**config.mk**
```make
export PLATFORM = sky130hd
export DESIGN_NAME = fixed_point_mult_seq
export DESIGN_NICKNAME = d
export VERILOG_FILES = /design/src/rtl/fixed_point_pkg.sv /design/src/rtl/fixed_point_mult_norm.sv /design/src/rtl/fixed_point_mult_seq.sv
export SDC_FILE = /design/constraint.sdc
export NUM_CORES = 1
export LEC_CHECK = 0
export ABC_AREA = 1
export CAP_MARGIN = 30
export CORE_MARGIN = 4
export CORE_UTILIZATION = 40
export CTS_CLUSTER_SIZE = 30
export DETAILED_ROUTE_END_ITERATION = 16
export PLACE_DENSITY = 0.66
export SYNTH_ARGS = -nofsm -noshare
export SYNTH_HDL_FRONTEND = slang
export SYNTH_HIERARCHICAL = 1
export SYNTH_SLANG_ARGS = --single-unit
```
**constraint.sdc**
```tcl
create_clock -name clk -period 4.1 [get_ports clk]
set_clock_uncertainty 0.05 [all_clocks]
set_input_delay 0.615 -clock clk [delete_from_list [all_inputs] [get_ports clk]]
set_output_delay 0.615 -clock clk [all_outputs]
set_load 0.03 [all_outputs]
```
**src/rtl/fixed_point_pkg.sv**
```systemverilog
// ============================================================================
// Module  : fixed_point_pkg
// Brief   : Shared sign-magnitude fixed-point constants and multiplier states.
// Revision: 1.0 - initial release
// ============================================================================
`default_nettype none

package fixed_point_pkg;

  localparam int DEFAULT_BITSIZE   = 16;
  localparam int DEFAULT_FRAC_BITS = 8;

  typedef enum logic [1:0] {
    ST_IDLE = 2'd0,
    ST_CALC = 2'd1,
    ST_NORM = 2'd2,
    ST_DONE = 2'd3
  } mult_state_e;

endpackage

`default_nettype wire

```
**src/rtl/fixed_point_mult_norm.sv**
```systemverilog
// ============================================================================
// Module  : fixed_point_mult_norm
// Brief   : Combinational scale/round/saturate of an unsigned product into a
//           sign-magnitude word. Rounding enabled by FIXED_POINT_MULT_ROUND_EN.
// Revision: 1.0 - initial release
// ============================================================================
`default_nettype none

module fixed_point_mult_norm
  import fixed_point_pkg::*;
#(
  parameter int BITSIZE   = DEFAULT_BITSIZE,
  parameter int FRAC_BITS = DEFAULT_FRAC_BITS
) (
  input  logic [2*(BITSIZE-1)-1:0] p,
  input  logic                     sign_in,
  output logic [BITSIZE-1:0]       c,
  output logic                     ovf
);

  localparam int MW = BITSIZE - 1;
  localparam int PW = 2 * MW;

`ifdef FIXED_POINT_MULT_ROUND_EN
  localparam logic [PW:0] C_RND = {{PW{1'b0}}, 1'b1} << (FRAC_BITS - 1);
`else
  localparam logic [PW:0] C_RND = '0;
`endif

  logic [PW:0]           sum;
  logic [PW-FRAC_BITS:0] scaled;
  logic [MW-1:0]         mag;
  logic                  unused_low;

  // One extra bit keeps a rounding carry out of the top from being lost.
  assign sum        = {1'b0, p} + C_RND;
  assign scaled     = sum[PW:FRAC_BITS];
  assign unused_low = ^sum[FRAC_BITS-1:0];

  assign ovf = |scaled[PW-FRAC_BITS:MW];
  assign mag = ovf ? {MW{1'b1}} : scaled[MW-1:0];
  assign c   = {sign_in & (|mag), mag};

endmodule

`default_nettype wire

```
**src/rtl/fixed_point_mult_seq.sv**
```systemverilog
// ============================================================================
// Module  : fixed_point_mult_seq
// Brief   : Sequential shift-add sign-magnitude fixed-point multiplier with
//           valid/ready handshake. Rounding enabled by FIXED_POINT_MULT_ROUND_EN.
// Revision: 1.0 - initial release
// ============================================================================
`default_nettype none

module fixed_point_mult_seq
  import fixed_point_pkg::*;
#(
  parameter int BITSIZE   = DEFAULT_BITSIZE,
  parameter int FRAC_BITS = DEFAULT_FRAC_BITS
) (
  input  logic               clk,
  input  logic               rst,
  input  logic               in_valid,
  output logic               in_ready,
  input  logic [BITSIZE-1:0] A,
  input  logic [BITSIZE-1:0] B,
  output logic               out_valid,
  input  logic               out_ready,
  output logic [BITSIZE-1:0] C,
  output logic               ovf
);

  localparam int MW = BITSIZE - 1;
  localparam int PW = 2 * MW;
  localparam int CW = (MW > 1) ? $clog2(MW) : 1;
  localparam logic [CW-1:0] C_CNT_LAST = CW'(MW - 1);

  mult_state_e        state_q, state_d;
  logic [CW-1:0]      cnt_q, cnt_d;
  logic [PW-1:0]      acc_q, acc_d;
  logic [PW-1:0]      mag_a_q, mag_a_d;
  logic [MW-1:0]      mag_b_q, mag_b_d;
  logic               sign_q, sign_d;
  logic [BITSIZE-1:0] c_q, c_d;
  logic               ovf_q, ovf_d;

  logic [BITSIZE-1:0] norm_c;
  logic               norm_ovf;

  fixed_point_mult_norm #(
    .BITSIZE   (BITSIZE),
    .FRAC_BITS (FRAC_BITS)
  ) u_norm (
    .p       (acc_q),
    .sign_in (sign_q),
    .c       (norm_c),
    .ovf     (norm_ovf)
  );

  always_comb begin
    state_d = state_q;
    cnt_d   = cnt_q;
    acc_d   = acc_q;
    mag_a_d = mag_a_q;
    mag_b_d = mag_b_q;
    sign_d  = sign_q;
    c_d     = c_q;
    ovf_d   = ovf_q;
    case (state_q)
      ST_IDLE: begin
        if (in_valid) begin
          state_d = ST_CALC;
          mag_a_d = {{MW{1'b0}}, A[MW-1:0]};
          mag_b_d = B[MW-1:0];
          sign_d  = A[BITSIZE-1] ^ B[BITSIZE-1];
          acc_d   = '0;
          cnt_d   = '0;
        end
      end
      ST_CALC: begin
        // Multiplicand shifts up and multiplier shifts down, so bit i always
        // meets magA<<i without a barrel shifter.
        if (mag_b_q[0]) begin
          acc_d = acc_q + mag_a_q;
        end
        mag_a_d = mag_a_q << 1;
        mag_b_d = mag_b_q >> 1;
        if (cnt_q == C_CNT_LAST) begin
          cnt_d   = '0;
          state_d = ST_NORM;
        end else begin
          cnt_d = cnt_q + 1'b1;
        end
      end
      ST_NORM: begin
        c_d     = norm_c;
        ovf_d   = norm_ovf;
        state_d = ST_DONE;
      end
      ST_DONE: begin
        if (out_ready) begin
          state_d = ST_IDLE;
        end
      end
      default: state_d = ST_IDLE;
    endcase
  end

  always_ff @(posedge clk) begin
    if (rst) begin
      state_q <= ST_IDLE;
      cnt_q   <= '0;
      acc_q   <= '0;
      mag_a_q <= '0;
      mag_b_q <= '0;
      sign_q  <= 1'b0;
      c_q     <= '0;
      ovf_q   <= 1'b0;
    end else begin
      state_q <= state_d;
      cnt_q   <= cnt_d;
      acc_q   <= acc_d;
      mag_a_q <= mag_a_d;
      mag_b_q <= mag_b_d;
      sign_q  <= sign_d;
      c_q     <= c_d;
      ovf_q   <= ovf_d;
    end
  end

  assign in_ready  = (state_q == ST_IDLE) && !rst;
  assign out_valid = (state_q == ST_DONE);
  assign C         = c_q;
  assign ovf       = ovf_q;

endmodule

`default_nettype wire

```
==> flow_summary.yaml <==
outcome:
  outcome: "complete, no violations"
synthesis:
  synthMostInstantiatedCell: "sky130_fd_sc_hd__nand2_1"
  yosys-top-cells-area: "sky130_fd_sc_hd__dfxtp_1, sky130_fd_sc_hd__nand2_1, sky130_fd_sc_hd__inv_1, sky130_fd_sc_hd__ha_1, sky130_fd_sc_hd__a21oi_1"
  yosys_warnings: 6
  postSynthCellCount: 982
  synthDominantCellAreaShare_pct: 31.8
  ys_seq_area_share_pct: 31.8
  netlist_top_cells_count: "sky130_fd_sc_hd__nand2_1, sky130_fd_sc_hd__inv_1, sky130_fd_sc_hd__dfxtp_1"
  synth_area_mm2: 0.00623
  synth_flop_cell: "sky130_fd_sc_hd__dfxtp_1"
  synthArstFlopShare_pct: 0
  synth-seq-cells: 99
  syn_avg_cell_area_um2: 6.35
  synth-edff-count: 0
  synth.largest_area_cell: "sky130_fd_sc_hd__dfxtp_1"
  postSynthNetCount: 1055
  netlist_cell_types: 40
power:
  swShare_pct: 39.6
  seq_power_share_pct: 38.2
  vdd.ir_drop.worst_uv: 462
  total_leakage_power_nw: 3.45
  power_density_mw_per_mm2: 484
  power_report.internal_total_mw: 2.11
  power_frac_clock_pct: 25.3
  post-layout-total-power_mw: 3.49
  combinationalPowerShare_pct: 36.5
  switching_power_mw: 1.38
grt:
  grt_overflow_total: 0
  grt_pass1_vias: 5671
  grt_max_degree: 62
  number_of_antenna_violations_at_the_first_check_in_global_routing: 0
  grt_first_pass_wirelength_mm: 27.0
  grtUsageTotal_pct: 18.5
cts:
  clock_tree.buffer_depth: 2
  cts.repair_timing.setup_buffer_count: 0
  tritoncts.num_buffers: 9
  ctsHoldBuffers: 0
  clk-insertion-delay-late_ps: 350
  cts_resized: 0
  tritoncts_clock_tree: "done"
  path_clk_slew_ps: 70
  count_of_clock_tree_sinks: 99
  htreeDepth: 3
  cts.root.buffer_cell: "sky130_fd_sc_hd__clkbuf_16"
layout:
  finish.cell_count_without_fillers: 1232
  final_nets: 1089
  layout_overhead_on_the_synthesized_area_pct: 15.7
  antenna-diode-count: 0
  filler_cell_count: 1609
  layout-drive-gt1-share_pct: 4.70
timing:
  finalSetupViolations: 0
  layout_min_cycle_time_ps: 2500
  maxSlewHeadroom_pct: 39.0
  grt_setup_unrepaired: "false"
  count_of_final_max_slew_check_failures: 0
  worst_slew_pin_slew_ps: 913
  fin_setup_tns_ps: 0
  min_period_over_period_pct: 61.1
  achievable-frequency_mhz: 399
  hold_violations: 0
detailed_routing:
  detail_route.drc_violations: 0
  wl_per_cell_um: 13.0
  post_drt_via_cell_ratio: 4.89
  drt_iter0_markers: 347
  drt_pass1_iterations: 5
  vias: 6028
  drt-total-wl_mm: 16.0
  antenna_left: 0
floorplanning:
  die_width_um: 133
  core_area_mm2: 0.0153
  fp.dieArea_mm2: 0.0176
  pin_count: 55
  placement_rows: 45
  initial_core_util_pct: 40.9
  die_height_um: 133
setup_path:
  worst_ep_required_time_ps: 4330
  crit_fanout: 49
  worst_setup_path_start_kind: "register"
  criticalPathCategory: "register to register"
  setup.reg_to_reg.worst_slack_ps: 1600
  timing.critical_path.to_type: "register"
  data_arrival_at_the_endpoint_of_the_critical_path_ps: 2730
min_path:
  class_of_the_most_critical_hold_timing_path: "register to register"
placed_design:
  placedCellCount: 1216
  routabilityCongestion: 0.900
  dp_hpwl_mm: 12.1
  io_buffer_count: 54
job:
  drv_cap: 0
-- power by group through the flow --
stage	registers, mW	clock network (mW)	logic (mW)
2_1_floorplan	1.42	0	0.836
3_3_place_gp	1.35	0	1.26
3_5_place_dp	1.35	0	1.28
4_1_cts	1.33	0.909	1.28
5_1_grt	1.36	0.942	1.43
6_report	1.33	0.885	1.27
-- area by class of cell --
type | count | area [um^2] | area share, %
inverters | 125 | 469 | 6.50
repair buffers | 60 | 586 | 8.12
well taps | 211 | 264 | 3.66
clock buffers | 10 | 239 | 3.31
multi-input cells | 721 | 3600 | 49.9
clock inverters | 6 | 71.3 | 0.989
flip-flops and latches | 99 | 1980 | 27.5
-- routing by layer --
layer	global-route usage (%)	wire [um]	vias up
met2	31.0	7570	112
met1	24.1	7490	2685
li1	-	-	3215
met5	0	0	-
met4	4.39	272	0
met3	4.30	686	16
-- cells in the final DEF, fill, tap and decap left out, types with 5 or more instances in the layout --
| cell | Yosys | final |
|---|---|---|
| sky130_fd_sc_hd__nand2_1 | 308 | 308 |
| sky130_fd_sc_hd__inv_1 | 122 | 122 |
| sky130_fd_sc_hd__dfxtp_1 | 99 | 99 |
| sky130_fd_sc_hd__nor2_1 | 85 | 85 |
| sky130_fd_sc_hd__a21oi_1 | 73 | 73 |
| sky130_fd_sc_hd__nand3_1 | 62 | 62 |
| sky130_fd_sc_hd__o21ai_0 | 60 | 60 |
| sky130_fd_sc_hd__clkdlybuf4s50_1 | 0 | 54 |
| sky130_fd_sc_hd__ha_1 | 36 | 35 |
| sky130_fd_sc_hd__a31oi_1 | 28 | 28 |
| sky130_fd_sc_hd__or2_1 | 9 | 9 |
| sky130_fd_sc_hd__clkbuf_16 | 0 | 9 |
| sky130_fd_sc_hd__a21boi_0 | 7 | 7 |
| sky130_fd_sc_hd__nand4_1 | 6 | 6 |
| sky130_fd_sc_hd__buf_4 | 1 | 6 |
| sky130_fd_sc_hd__nand3_2 | 5 | 5 |
| sky130_fd_sc_hd__nor2_2 | 5 | 5 |
| sky130_fd_sc_hd__nand2_2 | 5 | 5 |
-- critical path, cell delays in order, from the launching register on --
cell                      delay, ps
sky130_fd_sc_hd__dfxtp_1        340
sky130_fd_sc_hd__inv_1          120
sky130_fd_sc_hd__ha_2           210
sky130_fd_sc_hd__buf_4          460
sky130_fd_sc_hd__a21oi_1        200
sky130_fd_sc_hd__inv_1          510
sky130_fd_sc_hd__buf_4          310
sky130_fd_sc_hd__nand2_1         60
sky130_fd_sc_hd__a21oi_1        160
-- worst paths after layout --
kind / endpoint / from / cells after the start
max reg2reg: acc_q[17] / state_q[1] / 8
max: acc_q[17] / state_q[1] / 8
min reg2reg: mag_b_q[2] / mag_b_q[3] / 2
min: mag_b_q[2] / mag_b_q[3] / 2
-- logic make-up (layout without fill, tap and decap cells) --
| kind of cell | after synthesis | after routing | synth area share, % |
|---|---|---|---|
| XOR/XNOR | 5 | 5 | 0.703 |
| flip-flops | 99 | 99 | 31.8 |
| buffers and inverters | 162 | 201 | 10.4 |
| AND/OR/NAND/NOR | 499 | 499 | 33.7 |
| adder cells (fa/ha/maj) | 37 | 37 | 7.55 |
| AO/OA/AOI/OAI | 180 | 180 | 15.8 |
-- state kept, by name, summed over array words and instances, names as in the netlist --
name / count
sign_q: 1
state_q: 2
cnt_q: 4
acc_q: 30
mag_a_q: 30
mag_b_q: 15
C: 16
ovf: 1
-- stage by stage --
step           hold slack (ps)  cell area (um^2)  setup WS (ps)  util [%]
2_1_floorplan              390              6230           2190         -
3_3_place_gp               406              6900           1340      45.2
3_5_place_dp               407              6900           1270      45.2
4_1_cts                    419              7210           1580      47.3
5_1_grt                    433              7210           1340      47.3
6_report                   419              7210           1600      47.3
Power figures use the tool's default switching activity.
